$ cat src/rtl/serial_alu_seq.sv
// rtl/serial_alu_seq.sv - bit-serial sequencer driving a 1-bit half_alu slice
// Optional feature macro: SERIAL_ALU_CHAIN_EN (adds carry_in for chained multi-word adds)
module serial_alu_seq #(
  parameter int WIDTH = 8
) (
  input  logic             clk,
  input  logic             rst,
  input  logic             start,
  input  logic [2:0]       op,
  input  logic [WIDTH-1:0] opa,
  input  logic [WIDTH-1:0] opb,
`ifdef SERIAL_ALU_CHAIN_EN
  input  logic             carry_in,
`endif
  output logic             busy,
  output logic             done,
  output logic [WIDTH-1:0] result,
  output logic             carry_out,
  output logic             alu_a,
  output logic             alu_b,
  output logic             alu_o1,
  output logic             alu_o2,
  output logic             alu_o3,
  output logic             alu_cin,
  input  logic             alu_c,
  input  logic             alu_cout
);

  localparam int CW = $clog2(WIDTH);
  localparam logic [2:0] OP_ADD = 3'b111;

  typedef enum logic [1:0] {
    IDLE = 2'd0,
    RUN  = 2'd1,
    DONE = 2'd2
  } state_t;

  state_t           state;
  state_t           state_next;
  logic [WIDTH-1:0] sa;
  logic [WIDTH-1:0] sb;
  logic [2:0]       opr;
  logic [CW-1:0]    cnt;
  logic             carry;
  logic             seed;
  logic             last_bit;

`ifdef SERIAL_ALU_CHAIN_EN
  assign seed = (op == OP_ADD) & carry_in;
`else
  assign seed = 1'b0;
`endif

  assign last_bit = (cnt == CW'(WIDTH - 1));

  always_ff @(posedge clk) begin
    if (rst) begin
      state <= IDLE;
    end else begin
      state <= state_next;
    end
  end

  always_comb begin
    state_next = state;
    busy       = 1'b0;
    done       = 1'b0;
    case (state)
      IDLE: begin
        if (start) state_next = RUN;
      end
      RUN: begin
        busy = 1'b1;
        if (last_bit) state_next = DONE;
      end
      DONE: begin
        done       = 1'b1;
        state_next = IDLE;
      end
      default: state_next = IDLE;
    endcase
  end

  // sa/sb shift in zeros and opr/carry are cleared on the last bit, so the
  // slice drives below read 0 outside RUN straight from the registers.
  always_ff @(posedge clk) begin
    if (rst) begin
      sa        <= '0;
      sb        <= '0;
      opr       <= '0;
      cnt       <= '0;
      carry     <= 1'b0;
      result    <= '0;
      carry_out <= 1'b0;
    end else begin
      case (state)
        IDLE: begin
          if (start) begin
            sa        <= opa;
            sb        <= opb;
            opr       <= op;
            cnt       <= '0;
            carry     <= seed;
            result    <= '0;
            carry_out <= 1'b0;
          end
        end
        RUN: begin
          sa     <= sa >> 1;
          sb     <= sb >> 1;
          result <= {alu_c, result[WIDTH-1:1]};
          if (last_bit) begin
            carry_out <= (opr == OP_ADD) & alu_cout;
            carry     <= 1'b0;
            opr       <= '0;
            cnt       <= '0;
          end else begin
            carry <= (opr == OP_ADD) & alu_cout;
            cnt   <= cnt + CW'(1);
          end
        end
        default: ;
      endcase
    end
  end

  assign alu_a   = sa[0];
  assign alu_b   = sb[0];
  assign alu_o1  = opr[2];
  assign alu_o2  = opr[1];
  assign alu_o3  = opr[0];
  assign alu_cin = carry;

endmodule

$ cat config.mk
export PLATFORM = sky130hd
export DESIGN_NAME = serial_alu_seq
export DESIGN_NICKNAME = d
export VERILOG_FILES = /design/src/rtl/serial_alu_seq.sv
export SDC_FILE = /design/constraint.sdc
export NUM_CORES = 1
export LEC_CHECK = 0
export CORE_ASPECT_RATIO = 0.75
export CORE_MARGIN = 4
export CORE_UTILIZATION = 45
export DETAILED_ROUTE_END_ITERATION = 10
export PLACE_DENSITY = 0.76
export SLEW_MARGIN = 0
export SYNTH_ARGS = -nofsm -noshare
export SYNTH_HDL_FRONTEND = slang
export SYNTH_SLANG_ARGS = --single-unit
$ cat constraint.sdc
create_clock -name clk -period 1.8 [get_ports clk]
set_clock_uncertainty 0.15 [all_clocks]
set_input_delay 0.36 -clock clk [delete_from_list [all_inputs] [get_ports clk]]
set_output_delay 0.36 -clock clk [all_outputs]
set_load 0.005 [all_outputs]
---- Word-level counts from Yosys, hierarchy flattened ----
Index checks and enable logic that the tools add are counted.
word-level totals
  flip-flop bits (word level) ............. 34
  latch bits .............................. 0
  bits in writable memories ............... 0
  memory bits (read-only) ................. 0
  output and inout bits ................... 17
  logic and storage cells ................. 43
  memories ................................ 0
operators by class
  $add $sub $neg .......................... 1
  multipliers ............................. 0
  divide/modulo/power cells ............... 0
  order comparisons ....................... 0
  equal/unequal tests ..................... 6
  shifts and indexed selects .............. 0
  mux-type cells .......................... 22
  bitwise gates (word level) .............. 1
  reductions and logical operators ........ 5
operator list
  kind                                                              count
  8-bit case mux with 2 select lines                                3
  8-bit 2-to-1 mux                                                  3
  3-bit 2-to-1 mux                                                  4
  3-bit case mux with 2 select lines                                2
  3-bit == test (second input constant)                             2
  1-bit 2-to-1 mux                                                  5
  2-bit 2-to-1 mux                                                  2
  2-bit inequality test (second input constant)                     2
  1-bit case mux with 2 select lines                                2
  2-bit case mux with 2 select lines                                1
  2-bit AND reduction                                               2
  3-bit by 1-bit adder with 3-bit output (second input constant)    1
  3-bit AND reduction                                               1
  2-bit by 1-bit == test with 1-bit output (second input constant)  1
  2-bit == test (second input constant)                             1
  2-bit zero test                                                   1
  2-bit nonzero test                                                1
  1-bit AND                                                         1

---- Depth between registers and ports, before layout ----
  word-level depth ........................ 4
  gate-level depth with buffers ........... 6
  mapped depth without buffers ............ 5

---- Worst setup path before layout ----
No wires, ideal clock.
  kind .................................... reg2reg
  start point ............................. reg cnt[0]
  end point ............................... reg cnt[0]
  setup time .............................. 86 ps
  arrival time ............................ 1,263 ps
  data required time ...................... 1,564 ps
  slack ................................... 301 ps
  cell stages (with the launch flop) ...... 6
  buffers on the path ..................... 0
  clock period less this slack ............ 1,499 ps
  cell sequence ........................... dfxtp_1 > ha_1 > ha_1 > nor3b_1 > nor2_1 > a211oi_1
on the way
  cells in the longest elaborated chain, start to end .. 3
ends and longest elaborated chain
  what                                                                            RTL line  RTL
  start, declared                                                                 43        logic [CW-1:0] cnt;
  start signal, assigned                                                          119       cnt <= cnt + CW'(1);
  3-bit by 1-bit adder with 3-bit output / 3-bit == test (equally long branches)  119, 54
  3-bit 2-to-1 mux (*)                                                            112       if (last_bit) begin
  3-bit case mux with 2 select lines (*)                                          96        case (state)
Mark *: on every way between the ends. The rest lies on a longest branch, timed or not.
A chain may end at the register's enable or synchronous reset.

---- Final worst setup path ----
  start point ............................. reg result[7]
  end point ............................... out result[7]
RTL lines
  what                    RTL line  RTL
  start, declared         17        output logic [WIDTH-1:0] result,
  start signal, assigned  111       result <= {alu_c, result[WIDTH-1:1]};
No word-level cell between the ends.

==> metrics.txt <==
status=finished clean; synth warn=0; syn avg cell area=8.53 um2; most frequent cell after synthesis=dfxtp_1; CP Capture Type=output pin; dpl cells=243; Critical path origin=result[7]; area of the core=2980 um2; clock-pin slew on the worst setup and hold paths=60 ps; slowest stage delay, CP=520 ps; CTS Buf Count=5; EDFF count, synth=0; register area=683 um2; Via-to-Cell Ratio=5.39; Lkg Pwr=0.778 nW; Hold WS=326 ps; Async S/R FF share, synth=0; M1 GR Usage=0.224; worst skew pair latency=280 ps; Fin. Hold Viols=0; post-synth top area cell=dfxtp_1; routing usage on met2=0.296; worst path bufs/invs=1; Pwr Density=832 nW/um2; vias in the first global route=1297; synthesized instance count=167; multi-input logic area=652 um2; GR Util All Layers=0.185; slowest library cell on the worst path=clkdlybuf4s50_1; RSZ-0062 raised after global routing=false; grt ovf=0; syn nets=193; Crit. path cell count=1; Netlist cell types=24; nets=238; Period minus WS final=1680 ps; Antenna Cells=0; DP Area=1900 um2; layout cells sized above 1=0.131; Synth top cells by count=34 x dfxtp_1, 27 x nand2_1, 26 x a21oi_1, 22 x nor2_1, 14 x nand3_1; H-tree levels=2; hold path start=result[4]; CP cell instances=clkdlybuf4s50_1; GPL Wtd Cong=0.756; GR peak layer=met2; relative slew slack=0.827; Initial Util=0.478; final number of setup-violating endpoints=0; first-pass GRT wire length=5910 um; mapped cell area=1420 um2; Layout area overhead=40.5%; top area cells in the synthesized netlist=dfxtp_1 48%, a21oi_1 9.1%, nand2_1 7.1%; worst hold stages=2; worst r2r src=cnt[0]; post-DP HPWL=2490 um; Req. time, crit path=1290 ps; WP data arrival=1170 ps; CP top delay family=buffers and inverters; crit share post-route=0.936; Root Buffer=clkbuf_8; fill count=242; chip width=73.0 um; wirelength, routed=3570 um; I/O Pins=41; clk sinks=34; Max Cap Violations=0; Crit Path Max Fanout=3; die area=4140 um2; worst vdd rail ir drop=590 uV; Post-DRT Antenna Nets=0; CTS tree=built; f_max=0.594 GHz; max-slew violations=0; initial DRC count=57; Design Area, Final=2000 um2; port bufs=40; CP startpoint kind=flip-flop; Seq/Total Area, Yosys=0.478; main flop type after synthesis=dfxtp_1; initial antenna violation count=0; row count=17; critical path class=flip-flop to output pin; CTS Buffer Depth=2; routed len/inst=14.2 um; pin count of the biggest net entering global routing=35; HP Class=flip-flop to flip-flop; R2R cell count=6; setup bufs post-CTS=0; Yosys top cell area share=0.478; met3 usage=0.0716; via count=1352; Remaining DRCs=0; Slew @ Worst Pin=259 ps; drt pass-1 iters=5; Layout Cells excl Fill=251; die height=56.7 um; FF+latch count, synth=34
## sequential cells by signal (all words and copies together), names as in the netlist
name       count
opr            3
sb             8
result         8
sa             8
state          2
carry_out      1
cnt            3
alu_cin        1
## kinds of logic after synthesis
group / after synthesis / synth area share
AOI/OAI and AO/OA: 47 / 0.219
adders and majority gates: 2 / 0.0176
buffers and inverters: 14 / 0.0694
DFF: 34 / 0.478
and+or+nand+nor: 70 / 0.216
## stage by stage
stage	total power [mW]	TNS, ps	worst slack, ps	utilization
after floorplan	0.988	0	301	-
after global placement	1.10	-910	-74.4	0.639
after detailed placement	1.11	-1310	-110	0.639
after CTS	1.68	0	99.0	0.672
after global routing	1.74	0	47.0	0.672
final	1.66	0	115	0.672
## final cells by class
| type | instances | share of cell area |
|---|---|---|
| clock buffers | 7 | 0.0432 |
| multi-input cells | 119 | 0.326 |
| flip-flops and latches | 34 | 0.341 |
| repair buffers | 51 | 0.259 |
| inverters | 1 | 0.00438 |
| clock inverters | 1 | 0.00250 |
| well taps | 38 | 0.0238 |
## path summary, 6_finish.rpt
check | endpoint | slack, ps
setup / recovery | result[7] | 120
hold reg to reg | result[3] | 330
hold / removal | result[3] | 330
setup reg to reg | cnt[0] | 220
## timing repair
item	CTS	global route
resized for setup	5	0
hold buffers	0	0
hold endpoints to repair	0	0
endpoints found under the setup margin	2	0
## cells in the final DEF (no fill, tap or decap)
cell,instances
clkbuf_1,1
buf_12,3
or3b_2,1
inv_6,1
nand3b_1,1
and4_1,1
dfxtp_2,2
nand2b_4,1
a21oi_1,26
clkbuf_8,6
nand3_1,14
a211oi_2,2
clkinv_2,1
nand2_1,27
nor2_1,22
a211oi_1,12
dfxtp_1,32
a311oi_2,1
buf_4,8
o21bai_2,1
dlygate4sd2_1,2
and2b_1,1
clkdlybuf4s50_1,38
o21ba_2,1
ha_1,2
a22oi_1,4
nor3b_1,2
## per-layer routing
layer  wire [um]  part of all wire
met1        1570              0.44
met2        1770              0.50
met3         201             0.056
met4          27            0.0076
met5           0                 0
## power by group
group	leakage, nW	internal, mW	total (mW)	switching [mW]
Combinational	0.450	0.145	0.276	0.131
Clock	0.0482	0.308	0.566	0.258
Sequential	0.280	0.796	0.822	0.0263
Note: power is estimated with default switching activity, not from simulation.
==> patch 1: new RTL, same settings <==
Set the parameter `WIDTH` to 16 (it was 8).
--- a/src/rtl/serial_alu_seq.sv
+++ b/src/rtl/serial_alu_seq.sv
@@ -1,7 +1,7 @@
 // rtl/serial_alu_seq.sv - bit-serial sequencer driving a 1-bit half_alu slice
 // Optional feature macro: SERIAL_ALU_CHAIN_EN (adds carry_in for chained multi-word adds)
 module serial_alu_seq #(
-  parameter int WIDTH = 8
+  parameter int WIDTH = 16
 ) (
   input  logic             clk,
   input  logic             rst,
Interface: changed (resized opa, opb and result); port bits go from 41 to 65. The function was not compared with the original's and may differ.
==> patch 1 against the original RTL <==
  * Sequential cell count up 25
  * Synthesized area rose by 69%
  * First-iteration DRC count is 11% lower
  * Routed wire length up 41%
  * Cell area rose by 71%
  * Global-route usage fell by 2.3 points
  * Worst setup slack got worse by 49 ps
  * Critical path type unchanged
  * Sequential share of layout area increased by 0.40 points
  * Power grew 93%
  * Largest power group is now the clock network
  * Largest cell class unchanged
==> patch 1: results (changes against the original RTL) <==
Hold Path Origin - sa[11]
largest registers - result (16), sa (16), sb (16)
delay-heaviest family, CP - buffers and inverters
syn nets - 239 (+24%)
via count - 1801 (+33%)
Synth area leaders - dfxtp_1, mux2i_1, o2bb2ai_1
Final HPWL DP - 3.487 mm (+40%)
top post-synthesis cells by count - dfxtp_1, mux2i_1, o2bb2ai_1, a22o_1, o2bb2ai_2
Critical Path Fanout Max - 4 (+1)
Least-Margin Pin Slew - 237.5 ps (-21.87 ps)
Max VDD drop - 0.5297 mV (-10%)
Hold Slack - 312.2 ps (-13.73 ps)
status - finished, final reports clean
Hold Crit Class - reg2reg
initial antenna violation count - 0 (unchanged)
critical path's largest stage delay - 520 ps (about the same)
first-pass GRT wire length - 8.411 mm (+42%)
clock latency on the worst-skew pair - 330 ps (+50 ps)
Final nets - 313 (+32%)
Antenna Cells - 0 (unchanged)
WHS Path Cells - 1 (-1)
FF-to-FF path depth - 5 (-1)
share of cells above drive strength 1 - 16.61% (+3.5 points)
WL final - 5.014 mm (+41%)
vias in the first global route - 1727 (+33%)
FF-to-FF Start - state[1]
clk buf depth - 2 (unchanged)
RD Place Congestion - 0.7929 (+4.9%)
slowest CP cell - clkdlybuf4s50_1
worst reg2reg setup slack - 250 ps (+30 ps)
DRT Pass-1 Iters - 4 (-1)
register area share after synthesis - 49.19% (+1.4 points)
H-tree depth - 3 (+1)
largest net degree at the start of global routing - 32 (-8.6%)
Worst Path Arrival - 1220 ps (+50 ps)
Total GRT Usage - 16.26% (-2.3 points)
Lkg Pwr - 1.387 nW (+78%)
drt initial violations - 51 (-11%)
Netlist cell types - 34 (+42%)
worst hold endpoint - sa[11]
post-CTS setup buffer count - 0 (unchanged)
Syn. warnings - 0 (unchanged)
IO Port Bufs - 64 (+60%)
ys async rst share - 0% (unchanged)
Hold Vio Cnt, Final - 0 (unchanged)
TritonCTS buffer count - 9 (+4)
clock slew at the register clock pins of the worst setup and hold paths - 60 ps (about the same)
[patch 1: routing by layer]
metal  track usage, %  share of wire, %
met4            3.460              0.30
met3            9.969               9.5
met5                0                 0
met1            21.71                48
met2            22.35                42
[patch 1: cells by family (layout without fill, tap and decap cells)]
group / after synthesis / in the layout / share of synthesized area [%]
muxes: 30 / 30 / 12.51
adders and majority gates: 1 / 1 / 0.5210
AOI/OAI and AO/OA: 63 / 63 / 24.44
buffers and inverters: 18 / 97 / 6.201
DFF: 59 / 59 / 49.19
and+or+nand+nor: 27 / 27 / 7.139
[patch 1: how the worst max path moves through the flow]
stage                     cells past startpoint  startpoint         to
after floorplan                               5    state[1]     cnt[3]
after global placement                        5       start  result[0]
after detailed placement                      6       start     opr[2]
after CTS                                     1   result[7]  result[7]
after global routing                          3    state[0]       done
final                                         1      opr[0]     alu_o3
[patch 1: timing repair]
item                       in CTS  in global routing
pin swaps                       0                  0
gates resized for setup         2                  2
setup endpoints to repair       2                  2
[patch 1: power breakdown]
group          internal (mW)  switching [mW]
sequential              1.37          0.0389
clock                  0.953           0.492
combinational          0.215           0.145
[patch 1: through the flow]
step / setup TNS (ps) / cell area (um2) / setup slack, ps / cells / util (%)
after global routing: 0 / 3426 / 4.641 / 349 / 68.01
after global placement: 0 / 3184 / 8.739 / 333 / 63.21
after detailed placement: -69.97 / 3184 / -32.36 / 333 / 63.21
after floorplan: 0 / 2401 / 371.2 / 198 / -
after CTS: 0 / 3423 / 39.02 / 349 / 67.96
final: 0 / 3426 / 66.49 / 349 / 68.01
[patch 1: layout make-up]
type,instances,area (um2)
repair buffers,80,833.3
inverters,1,3.754
clock buffers,11,141.4
fillers,371,1612
flip-flops and latches,59,1184
clock inverters,5,100.1
well taps,72,90.09
multi-input cells,121,1074
==> patch 2: new RTL, same settings <==
Made on the original files. Add an input register stage for `opa`, with the module's reset; this delays it by one clock. The other inputs are not delayed to match.
--- a/src/rtl/serial_alu_seq.sv
+++ b/src/rtl/serial_alu_seq.sv
@@ -34,6 +34,16 @@
     RUN  = 2'd1,
     DONE = 2'd2
   } state_t;
+
+  logic [WIDTH-1:0] opa_q;
+
+  always_ff @(posedge clk) begin
+    if (rst) begin
+      opa_q <= '0;
+    end else begin
+      opa_q <= opa;
+    end
+  end
 
   state_t           state;
   state_t           state_next;
@@ -96,7 +106,7 @@
       case (state)
         IDLE: begin
           if (start) begin
-            sa        <= opa;
+            sa        <= opa_q;
             sb        <= opb;
             opr       <= op;
             cnt       <= '0;
Behaviour: not the same (Yosys sat finds a counterexample within 4 cycles, from zero or initial values and one cycle with rst high).
==> patch 2 against the original RTL <==
  * Highest routed layer unchanged
  * Via count rose by 2.7%
  * Routed wire length fell by 0.64%
  * Synthesized area rose by 19%
  * Cell area rose by 13%
  * Count of clock-buffer cells in the layout did not move
  * Synthesized cell count rose by 3.6%
  * Register-to-register slack improved by 70 ps
  * Sequential cell count rose by 8
  * Power rose by 11%
  * Worst setup slack got worse by 23 ps
  * First-iteration DRC count rose by 1.8%
  * Critical endpoint is now result[6]
  * Global-route usage fell by 2.9 points
  * Critical path depth did not move
==> patch 2: results (changes against the original RTL) <==
worst hold endpoint - sa[1]
Worst Path Arrival - 1200 ps (+30 ps)
Layout fillers - 297 (+23%)
Die ar. - 4814 um2 (+16%)
via count - 1388 (+2.7%)
Antenna Cells - 0 (unchanged)
register area share after synthesis - 49.70% (+1.9 points)
Clock Network Area Fraction - 3.385% (-1.2 points)
Final HPWL DP - 2.498 mm (+0.32%)
cells after synthesis - 173 (+3.6%)
Total GRT Usage - 15.68% (-2.9 points)
critical path's largest stage delay - 540 ps (+20 ps)
post_cts resized - 7 (+2)
share of cells above drive strength 1 - 17.89% (+4.7 points)
relative slew slack - 78.54% (-4.2 points)
top post-synthesis cells by count - dfxtp_1, nor2_1, nand2_1, a22oi_1
largest net degree at the start of global routing - 43 (+23%)
Synth area leaders - dfxtp_1, a211oi_2, nor2_1
buffering overhead - 21.75% (-4.1 points)
met2 GRT Util - 28.05% (-1.5 points)
WL final - 3.543 mm (-0.64%)
RD Place Congestion - 0.7528 (-0.38%)
seq pwr - 1.01 mW (+23%)
Placed Cells - 261 (+7.4%)
reg2reg end - sb[4]
FF-to-FF path depth - 5 (-1)
first-pass GRT wire length - 5.851 mm (-1.0%)
ys async rst share - 0% (unchanged)
sequential share of cell area - 37.62% (+3.5 points)
met1 wire length - 1.651 mm (+5.5%)
Final nets - 245 (+2.9%)
Power Combinational - 290 uW (+5%)
clock latency on the worst-skew pair - 290 ps
Hold Path Origin - opa_q[1]
antenna viol nets, final - 0 (unchanged)
area of placed instances - 2168 um2 (+14%)
met1 usage - 17.44% (-5.0 points)
Lkg Pwr - 0.8548 nW (+9.9%)
grt met3 use - 5.263% (-1.9 points)
seq_cells - 42 (+24%)
multiplexer area fraction after synthesis - 0.5917% (+0.59 points)
Max VDD drop - 0.6192 mV (+4.9%)
Netlist cell types - 26 (+8.3%)
FF-to-FF Start - state[1]
Synth Area in Compound Gates - 23.67% (+1.8 points)
drt initial violations - 58 (+1.8%)
Non-CTS buffers - 49 (-3.9%)
syn nets - 200 (+3.6%)
status - finished, final reports clean
wire length on met2 - 1.651 mm (-6.9%)
Cell Count, Final, Fillers Out - 268 (+6.8%)
multi-input combinational area share - 34.07% (+1.5 points)
Util after Layout - 65.43% (-1.8 points)
power in the clock group - 544 uW (-3.9%)
worst reg2reg setup slack - 290 ps (+70 ps)
switching share of power - 24.29% (-0.65 points)
patch 2: metrics by stage:
step / setup TNS (ps) / hold WS (ps) / setup WS (ps)
2_1_floorplan: 0 / 281.6 / 384.8
3_3_place_gp: -3.228 / 293.8 / -2.115
3_5_place_dp: -266.5 / 301.1 / -56.03
4_1_cts: 0 / 309.5 / 88.91
5_1_grt: 0 / 324.8 / 64.08
6_report: 0 / 305.8 / 92.09
patch 2: logic make-up after synthesis:
kind of cell,after synthesis
DFF,42
AOI/OAI and AO/OA,47
adders and majority gates,3
muxes,1
and+or+nand+nor,68
buffers and inverters,12
patch 2: worst max path at each step:
stage | from | to | slack [ps]
6_report | result[6] | result[6] | 90
5_1_grt | result[6] | result[6] | 60
4_1_cts | result[6] | result[6] | 90
3_5_place_dp | start | sb[4] | -60
3_3_place_gp | start | carry_out | -2
2_1_floorplan | cnt[0] | cnt[0] | 380
